File: config.mk
export PLATFORM = sky130hd
export DESIGN_NAME = player_ctl_flat
export DESIGN_NICKNAME = d
export VERILOG_FILES = /design/src/rtl/state_pkg.sv /design/src/rtl/player_ctl_if.sv /design/src/rtl/player_ctl.sv /design/src/flat_wrapper.sv
export SDC_FILE = /design/constraint.sdc
export NUM_CORES = 1
export LEC_CHECK = 0
export BUFFER_PORTS_ARGS = -buffer_cell sky130_fd_sc_hd__buf_2
export CAP_MARGIN = 5
export CORE_ASPECT_RATIO = 0.7
export CORE_MARGIN = 3
export CORE_UTILIZATION = 45
export CTS_BUF_LIST = sky130_fd_sc_hd__clkbuf_8
export CTS_CLUSTER_DIAMETER = 120
export DETAILED_ROUTE_END_ITERATION = 8
export HOLD_SLACK_MARGIN = 0.08
export SLEW_MARGIN = 10
export SYNTH_ARGS = -nofsm -noshare
export SYNTH_HDL_FRONTEND = slang
export SYNTH_SLANG_ARGS = --single-unit
File: constraint.sdc
create_clock -name clk_40 -period 11.5 [get_ports clk_40]
set_clock_uncertainty 0.2 [all_clocks]
set_input_delay 2.875 -clock clk_40 [delete_from_list [all_inputs] [get_ports clk_40]]
set_output_delay 2.875 -clock clk_40 [all_outputs]
set_load 0.1 [all_outputs]
File: src/rtl/state_pkg.sv
// rtl/state_pkg.sv - game state encoding shared by the game controllers
package state_pkg;

  typedef enum logic [1:0] {
    START   = 2'd0,
    LEVEL_1 = 2'd1,
    FINISH  = 2'd2
  } g_state;

endpackage

File: src/rtl/player_ctl_if.sv
// rtl/player_ctl_if.sv - key/state inputs and position outputs of the player controller
interface player_ctl_if;
  import state_pkg::*;

  logic        frame_tick;
  g_state      game_state;
  logic        move_left;
  logic        move_right;
  logic        jump;
  logic [11:0] xpos_player;
  logic [11:0] ypos_player;
  logic        on_ground;

  // Driver side: keyboard, frame timing and game-state controller
  modport master (
    output frame_tick, game_state, move_left, move_right, jump,
    input  xpos_player, ypos_player, on_ground
  );

  // Player controller side
  modport slave (
    input  frame_tick, game_state, move_left, move_right, jump,
    output xpos_player, ypos_player, on_ground
  );

endinterface

File: src/rtl/player_ctl.sv
// rtl/player_ctl.sv - player position controller with jump/gravity state machine
module player_ctl
  import state_pkg::*;
#(
  parameter int X_START   = 100,
  parameter int FLOOR_Y   = 450,
  parameter int PLAYER_W  = 32,
  parameter int PLAYER_H  = 48,
  parameter int X_STEP    = 4,
  parameter int JUMP_V    = 12,
  parameter int GRAVITY   = 1,
  parameter int V_MAX     = 10,
  parameter int GAP_X_MIN = 400,
  parameter int GAP_X_MAX = 479,
  parameter int Y_BOTTOM  = 599
) (
  input logic        clk_40,
  input logic        rst,
  player_ctl_if.slave bus
);

  typedef enum logic [1:0] {
    IDLE   = 2'd0,
    GROUND = 2'd1,
    JUMP   = 2'd2,
    FALL   = 2'd3
  } pstate_t;

  // Rightmost legal left edge keeps the whole sprite on the 800-px screen
  localparam logic [11:0] X_MAX      = 12'(800 - PLAYER_W);
  localparam logic [11:0] X_START_C  = 12'(X_START);
  localparam logic [11:0] FLOOR_C    = 12'(FLOOR_Y);
  localparam logic [11:0] TOP_C      = 12'(PLAYER_H);
  localparam logic [11:0] BOTTOM_C   = 12'(Y_BOTTOM);
  localparam logic [11:0] STEP_C     = 12'(X_STEP);
  localparam logic [11:0] GAP_MIN_C  = 12'(GAP_X_MIN);
  localparam logic [11:0] GAP_MAX_C  = 12'(GAP_X_MAX);
  localparam logic [11:0] W_M1_C     = 12'(PLAYER_W - 1);
  localparam logic [4:0]  JUMP_V_C   = 5'(JUMP_V);
  localparam logic [4:0]  GRAVITY_C  = 5'(GRAVITY);
  localparam logic [4:0]  V_MAX_C    = 5'(V_MAX);

  pstate_t     state_q, state_d;
  logic [11:0] x_q, x_d;
  logic [11:0] y_q, y_d;
  logic [4:0]  vel_q, vel_d;
  logic        jump_pend_q, jump_pend_d;
  logic        jump_prev_q;
  logic        on_ground_q, on_ground_d;

  logic        jump_rise;
  logic        over_gap;
  logic [11:0] x_move;
  logic [4:0]  vel_inc;
  logic [4:0]  vel_fall;
  logic [4:0]  vel_dec;
  logic [11:0] y_fall;
  logic [11:0] vel_ext;

  // Datapath helpers: key edge, gap test on pre-update x, clamped steps
  always_comb begin
    jump_rise = bus.jump & ~jump_prev_q;
    over_gap  = (x_q >= GAP_MIN_C) && ((x_q + W_M1_C) <= GAP_MAX_C);

    x_move = x_q;
    if (bus.move_left && !bus.move_right) begin
      x_move = (x_q >= STEP_C) ? (x_q - STEP_C) : 12'd0;
    end else if (bus.move_right && !bus.move_left) begin
      x_move = (x_q <= (X_MAX - STEP_C)) ? (x_q + STEP_C) : X_MAX;
    end

    vel_ext  = {7'd0, vel_q};
    vel_inc  = vel_q + GRAVITY_C;
    vel_fall = (vel_inc > V_MAX_C) ? V_MAX_C : vel_inc;
    vel_dec  = vel_q - GRAVITY_C;
    y_fall   = y_q + {7'd0, vel_fall};
  end

  // Next-state and next-position logic; motion only on frame_tick
  always_comb begin
    state_d     = state_q;
    x_d         = x_q;
    y_d         = y_q;
    vel_d       = vel_q;
    // A tick consumes or discards the pending jump; an edge on that same
    // cycle survives to the following tick.
    jump_pend_d = bus.frame_tick ? jump_rise : (jump_pend_q | jump_rise);

    if (state_q == IDLE) begin
      if (bus.game_state == START) begin
        x_d   = X_START_C;
        y_d   = FLOOR_C;
        vel_d = 5'd0;
      end else if (bus.game_state == LEVEL_1) begin
        state_d = GROUND;
      end
    end else if (bus.game_state != LEVEL_1) begin
      state_d = IDLE;
    end else if (bus.frame_tick) begin
      x_d = x_move;
      case (state_q)
        GROUND: begin
          if (over_gap) begin
            state_d = FALL;
            vel_d   = 5'd0;
          end else if (jump_pend_q) begin
            state_d = JUMP;
            vel_d   = JUMP_V_C;
          end
        end
        JUMP: begin
          // Compare before subtracting so y never wraps past the ceiling
          if (y_q < (TOP_C + vel_ext)) begin
            y_d     = TOP_C;
            vel_d   = 5'd0;
            state_d = FALL;
          end else begin
            y_d   = y_q - vel_ext;
            vel_d = vel_dec;
            if (vel_dec == 5'd0) begin
              state_d = FALL;
            end
          end
        end
        FALL: begin
          if (!over_gap && (y_q <= FLOOR_C) && (y_fall >= FLOOR_C)) begin
            y_d     = FLOOR_C;
            vel_d   = 5'd0;
            state_d = GROUND;
          end else begin
            y_d   = (y_fall > BOTTOM_C) ? BOTTOM_C : y_fall;
            vel_d = vel_fall;
          end
        end
        default: begin
          state_d = IDLE;
        end
      endcase
    end

    on_ground_d = (state_d == GROUND);
  end

  // State, position and key history registers
  always_ff @(posedge clk_40) begin
    if (rst) begin
      state_q     <= IDLE;
      x_q         <= X_START_C;
      y_q         <= FLOOR_C;
      vel_q       <= 5'd0;
      jump_pend_q <= 1'b0;
      jump_prev_q <= 1'b0;
      on_ground_q <= 1'b0;
    end else begin
      state_q     <= state_d;
      x_q         <= x_d;
      y_q         <= y_d;
      vel_q       <= vel_d;
      jump_pend_q <= jump_pend_d;
      jump_prev_q <= bus.jump;
      on_ground_q <= on_ground_d;
    end
  end

  assign bus.xpos_player = x_q;
  assign bus.ypos_player = y_q;
  assign bus.on_ground   = on_ground_q;

endmodule

File: src/flat_wrapper.sv
// flat-port wrapper written by rule: the top's interface ports become plain ports
module player_ctl_flat import state_pkg::*;
#(
  parameter int X_START   = 100,
  parameter int FLOOR_Y   = 450,
  parameter int PLAYER_W  = 32,
  parameter int PLAYER_H  = 48,
  parameter int X_STEP    = 4,
  parameter int JUMP_V    = 12,
  parameter int GRAVITY   = 1,
  parameter int V_MAX     = 10,
  parameter int GAP_X_MIN = 400,
  parameter int GAP_X_MAX = 479,
  parameter int Y_BOTTOM  = 599
)
  (clk_40, rst, bus_frame_tick, bus_game_state, bus_move_left, bus_move_right, bus_jump, bus_xpos_player, bus_ypos_player, bus_on_ground);
  player_ctl_if bus_i ();
  input logic clk_40;
  input logic rst;
  input wire logic [$bits(bus_i.frame_tick)-1:0] bus_frame_tick;
  input wire logic [$bits(bus_i.game_state)-1:0] bus_game_state;
  input wire logic [$bits(bus_i.move_left)-1:0] bus_move_left;
  input wire logic [$bits(bus_i.move_right)-1:0] bus_move_right;
  input wire logic [$bits(bus_i.jump)-1:0] bus_jump;
  output wire logic [$bits(bus_i.xpos_player)-1:0] bus_xpos_player;
  output wire logic [$bits(bus_i.ypos_player)-1:0] bus_ypos_player;
  output wire logic [$bits(bus_i.on_ground)-1:0] bus_on_ground;
  assign bus_i.frame_tick = bus_frame_tick;
  assign bus_i.game_state = bus_game_state;
  assign bus_i.move_left = bus_move_left;
  assign bus_i.move_right = bus_move_right;
  assign bus_i.jump = bus_jump;
  assign bus_xpos_player = bus_i.xpos_player;
  assign bus_ypos_player = bus_i.ypos_player;
  assign bus_on_ground = bus_i.on_ground;
  player_ctl #(.X_START(X_START), .FLOOR_Y(FLOOR_Y), .PLAYER_W(PLAYER_W), .PLAYER_H(PLAYER_H), .X_STEP(X_STEP), .JUMP_V(JUMP_V), .GRAVITY(GRAVITY), .V_MAX(V_MAX), .GAP_X_MIN(GAP_X_MIN), .GAP_X_MAX(GAP_X_MAX), .Y_BOTTOM(Y_BOTTOM)) u_core (.clk_40(clk_40), .rst(rst), .bus(bus_i));
endmodule
# Word-level counts from Yosys, hierarchy flattened
# Cells that the tools add are included.
# totals
in_bits	8
word_cells	92
ff_bits	34
# classes
reduce_logical	18
n_addsub	8
order_cmp	9
eq_ne	9
muxes	38
bitwise	3
# ops
op	n
$mux W12	15
$mux W5	9
$ge A12 B9 Y1 const B	2
$le A12 B9 Y1 const B	2
$pmux W12 S2	1
$mux W2	10
$pmux W5 S3	1
$add A12 B3 Y12 const B	1
$add A12 B5 Y12	1
$add A12 B5 Y12 const B	1
$ge A12 B3 Y1 const B	1
$gt A12 B10 Y1 const B	1
$le A12 B10 Y1 const B	1
$lt A12 B12 Y1	1
$sub A12 B3 Y12 const B	1
$sub A12 B5 Y12	1
$reduce_and A4 Y1	2
$add A6 B5 Y7 const A	1
$eq A2 B1 Y1 const B	3
$pmux W2 S3	1
$reduce_bool A3 Y1	2
$add A5 B1 Y5 const B	1
$gt A5 B4 Y1 const B	1
$logic_and A1 B1 Y1	5
15 further kinds	20

# Logic depth before layout (Yosys ltp)
# logic_depth
ltp_word	12
depth_mapped	17
depth_no_buf	17

# Worst setup path after synthesis
# OpenSTA, ideal clock, no wires.
# synth_path
path_kind	input port to flip-flop
startpoint	input port bus_game_state[0]
endpoint	register u_core.x_q[11] (netlist: u_core.bus.xpos_player[11])
path_stages	6
arrival_ps	4344
setup_slack_ps	6865
path_cell_list	or3_4 -> o31ai_1 -> nand2_1 -> nor3_1 -> a31oi_1 -> a311oi_1
# synth_between
elab_chain_cells	3
elab_cells_between_ends	5
# synth_rtl
item	line_no	rtl
start: declaration	flat_wrapper.sv:21	input wire logic [$bits(bus_i.game_state)-1:0] bus_game_state;
$ne A2 B1 Y1 / $logic_not A2 Y1 (equally long branches)	player_ctl.sv:97, player_ctl.sv:90	
$ne A2 B1 Y1 (no source line) / $ne A2 B2 Y1 (equally long branches)	-	
$reduce_and A4 Y1 (no source line) *	-	
end signal: assignment	player_ctl.sv:148	x_q <= X_START_C;
end signal: assignment	player_ctl.sv:156	x_q <= x_d;
end: declaration	player_ctl.sv:44	logic [11:0] x_q, x_d;
# Mark *: on every way between the ends. The rest lies on a longest branch, timed or not.
# A chain may end at the register's enable or synchronous reset.

# Final worst setup path
# layout_path
startpoint	input port bus_game_state[0]
endpoint	register u_core.y_q[11] (netlist: u_core.bus.ypos_player[11])
# layout_between
elab_chain_cells	3
elab_cells_between_ends	5
# layout_rtl
item	line_no	rtl
$ne A2 B1 Y1 / $logic_not A2 Y1 (equally long branches)	player_ctl.sv:97, player_ctl.sv:90	
$ne A2 B1 Y1 (no source line) / $ne A2 B2 Y1 (equally long branches)	-	
$reduce_and A4 Y1 (no source line) *	-	
end signal: assignment	player_ctl.sv:157	y_q <= y_d;
end: declaration	player_ctl.sv:45	logic [11:0] y_q, y_d;
# Marked as above.

==> results.cfg <==
[drt]
vias = 3270
route.detailed.drc = 0
wl_um = 9380
viasPerCell = 6.18
ant_nets = 0
wl_per_cell_um = 17.7
drt_iter0_drc = 468
first_pass_iters = 5

[clock_tree]
path_clk_slew_ns = 0.07
h-tree-depth = 2
numCtsBuffers = 5
cts_tree = built
postCtsHoldBufs = 0
ctsResizeCount = 0
cts_setup_buffers = 0
clk_latency_ns = 0.29
cts.sinks = 32
cts-root-buf = clkbuf_8
clockBufferDepth = 2

[grt]
grt_max_degree = 28
grt_pass1_wl_um = 15000
grt_pass1_vias = 2746
grt_overflow = 0
gr-usage-all-layers = 0.239
antenna_found_initial = 0

[timing]
period_share = 0.419
fin_ws_ns = 6.68
final_hold_viol_count = 0
max_freq_ghz = 0.208
slew_viol_final = 0
worst_pin_slew_ns = 0.783
rsz0062_at_grt = no
max-slew-margin-rel = 0.474
setup_tns_ns = 0
setup_violations = 0
fin_crit_ns = 4.82

[power]
peakVddDrop_mv = 0.0613
power_density_nw_per_um2 = 86.6
leakage_nw = 1.31

[synthesis]
synthArstFlopShare = 0
synth-edff-count = 0
netlist_instances = 423
synth_flop_cell = dfxtp_1
yosys_warnings = 0
syn_avg_cell_area_um2 = 7.29
synth_top_area_frac = 0.208
yosys.area.top_type = dfxtp_1
synth.distinct_cells = 72
yosys_register_bits = 32
seq_area_frac_synth = 0.208
yosys-top-cells-area = dfxtp_1 21%, ha_1 8.1%, a21oi_1 6.0%
syn_area_um2 = 3080

[hold_path]
worstHoldPathType = flip-flop to flip-flop

[critical_path]
path_class = primary input to flip-flop
cp_max_fo = 7
r2r_cells = 15
cp-start-kind = primary input
required_ns = 11.50
crit_path_end = u_core.bus.ypos_player[11]
setup.worst_path.start = bus_game_state[0]
arrival_ns = 4.82
end_kind = flip-flop
reg2reg_from = u_core.vel_q[0]
ff2ff_setup_slack_ns = 7.17
r2r_end = u_core.bus.ypos_player[7]

[layout]
fin_nets = 467
area_growth_pct = 8.93
layout-drive-gt1-share = 0.137
diodes = 0
nFillCells = 675

[place]
place_ws_ns = 6.46
portBuffers = 30
dpl.hpwl_um = 7040
gp_congestion = 0.911

[die]
die_w_um = 105
io_pins = 33
num_rows = 24
dieArea_um2 = 7890
start_util = 0.480
dieHeight_um = 75.2
core_area_um2 = 6430

[flow_run]
maxCapViolCount = 0

[status]
outcome = completed
[how the worst min path moves through the flow]
stage                        from                 end  slack [ns]  cells after the start
6_report       u_core.jump_prev_q  u_core.jump_pend_q        0.30                      2
4_1_cts        u_core.jump_prev_q  u_core.jump_pend_q        0.31                      2
2_1_floorplan  u_core.jump_prev_q  u_core.jump_pend_q        0.26                      2
3_3_place_gp   u_core.jump_prev_q  u_core.jump_pend_q        0.28                      2
5_1_grt        u_core.jump_prev_q  u_core.jump_pend_q        0.33                      2
3_5_place_dp   u_core.jump_prev_q  u_core.jump_pend_q        0.29                      2
[layout make-up]
cell class,instances,area (um^2),share of cell area
multi-input cells,349,2250,0.672
clock buffers,7,96.3,0.0287
clock inverters,1,30.0,0.00895
flip-flops and latches,32,641,0.191
repair buffers,30,150,0.0447
inverters,19,71.3,0.0212
well taps,91,114,0.0339
[placed cells by master (no fill, tap or decap), drive strengths merged, types with 12 or more instances in the layout]
master  Yosys  final
nor2       40     40
buf        14     30
nand3      19     19
ha         20     20
dfxtp      32     32
nand2b     12     12
a21oi      39     39
nand2      41     41
o21ai      20     20
inv        19     19
[power by group]
| group | leakage, nW | switching, mW | internal (mW) |
|---|---|---|---|
| Sequential | 0.260 | 0.00403 | 0.113 |
| Combinational | 0.989 | 0.0356 | 0.0166 |
| Clock | 0.0645 | 0.0451 | 0.0765 |
[cell usage after synthesis (all sizes together) (4+ instances only)]
master / number
nor3: 10
or3: 4
clkbuf: 11
xor2: 7
and3: 5
a21o: 8
and2: 4
or2: 8
o211ai: 4
ha: 20
nor2b: 7
a311oi: 4
o22ai: 5
nand2: 41
buf: 14
inv: 19
nand4: 4
dfxtp: 32
nand3: 19
xnor2: 8
nor4: 8
nor2: 40
a31oi: 10
o31ai: 8
a21oi: 39
o21ai: 20
a211oi: 6
nand2b: 12
[stage by stage]
| step | util | area, um^2 | cells | hold slack [ns] | power [mW] |
|---|---|---|---|---|---|
| 2_1_floorplan | - | 3090 | 425 | 0.262 | 0.158 |
| 3_3_place_gp | 0.503 | 3230 | 521 | 0.284 | 0.170 |
| 6_report | 0.522 | 3360 | 529 | 0.295 | 0.291 |
| 3_5_place_dp | 0.503 | 3230 | 521 | 0.292 | 0.170 |
| 4_1_cts | 0.522 | 3360 | 529 | 0.306 | 0.290 |
| 5_1_grt | 0.522 | 3360 | 529 | 0.332 | 0.302 |
[worst max-delay path, stage by stage]
cell      delay (ns)
buf_2           0.13
or3_4           0.40
a21oi_4         0.24
nand2_1         0.13
nor2_1          0.27
nand2_1         0.13
nor4_1          0.28
a21oi_1         0.12
a311oi_1        0.24
[cell families after synthesis]
logic type / Yosys count / synth area share
simple gates: 176 / 0.298
compound gates: 131 / 0.286
buf+inv: 44 / 0.0629
flops: 32 / 0.208
fa+ha+maj: 22 / 0.0942
xor+xnor: 15 / 0.0426
mux: 2 / 0.00650
other cells: 1 / 0.00122
[state kept, by name (all words and copies together) (netlist names)]
| signal | cells |
|---|---|
| u_core.bus.ypos_player | 12 |
| u_core.bus.xpos_player | 10 |
| u_core.vel_q | 5 |
| u_core.state_q | 2 |
| u_core.bus.on_ground | 1 |
| u_core.jump_pend_q | 1 |
| u_core.jump_prev_q | 1 |
[routing by layer]
| layer | vias to the layer above | wire [um] | GRT usage | share of wire |
|---|---|---|---|---|
| met3 | 11 | 901 | 0.0497 | 0.096 |
| li1 | 1568 | - | - | - |
| met4 | 0 | 62 | 0.0364 | 0.0066 |
| met1 | 1541 | 5090 | 0.407 | 0.54 |
| met5 | - | 0 | 0 | 0 |
| met2 | 150 | 3330 | 0.294 | 0.36 |
Note: power is estimated with default switching activity, not from simulation.
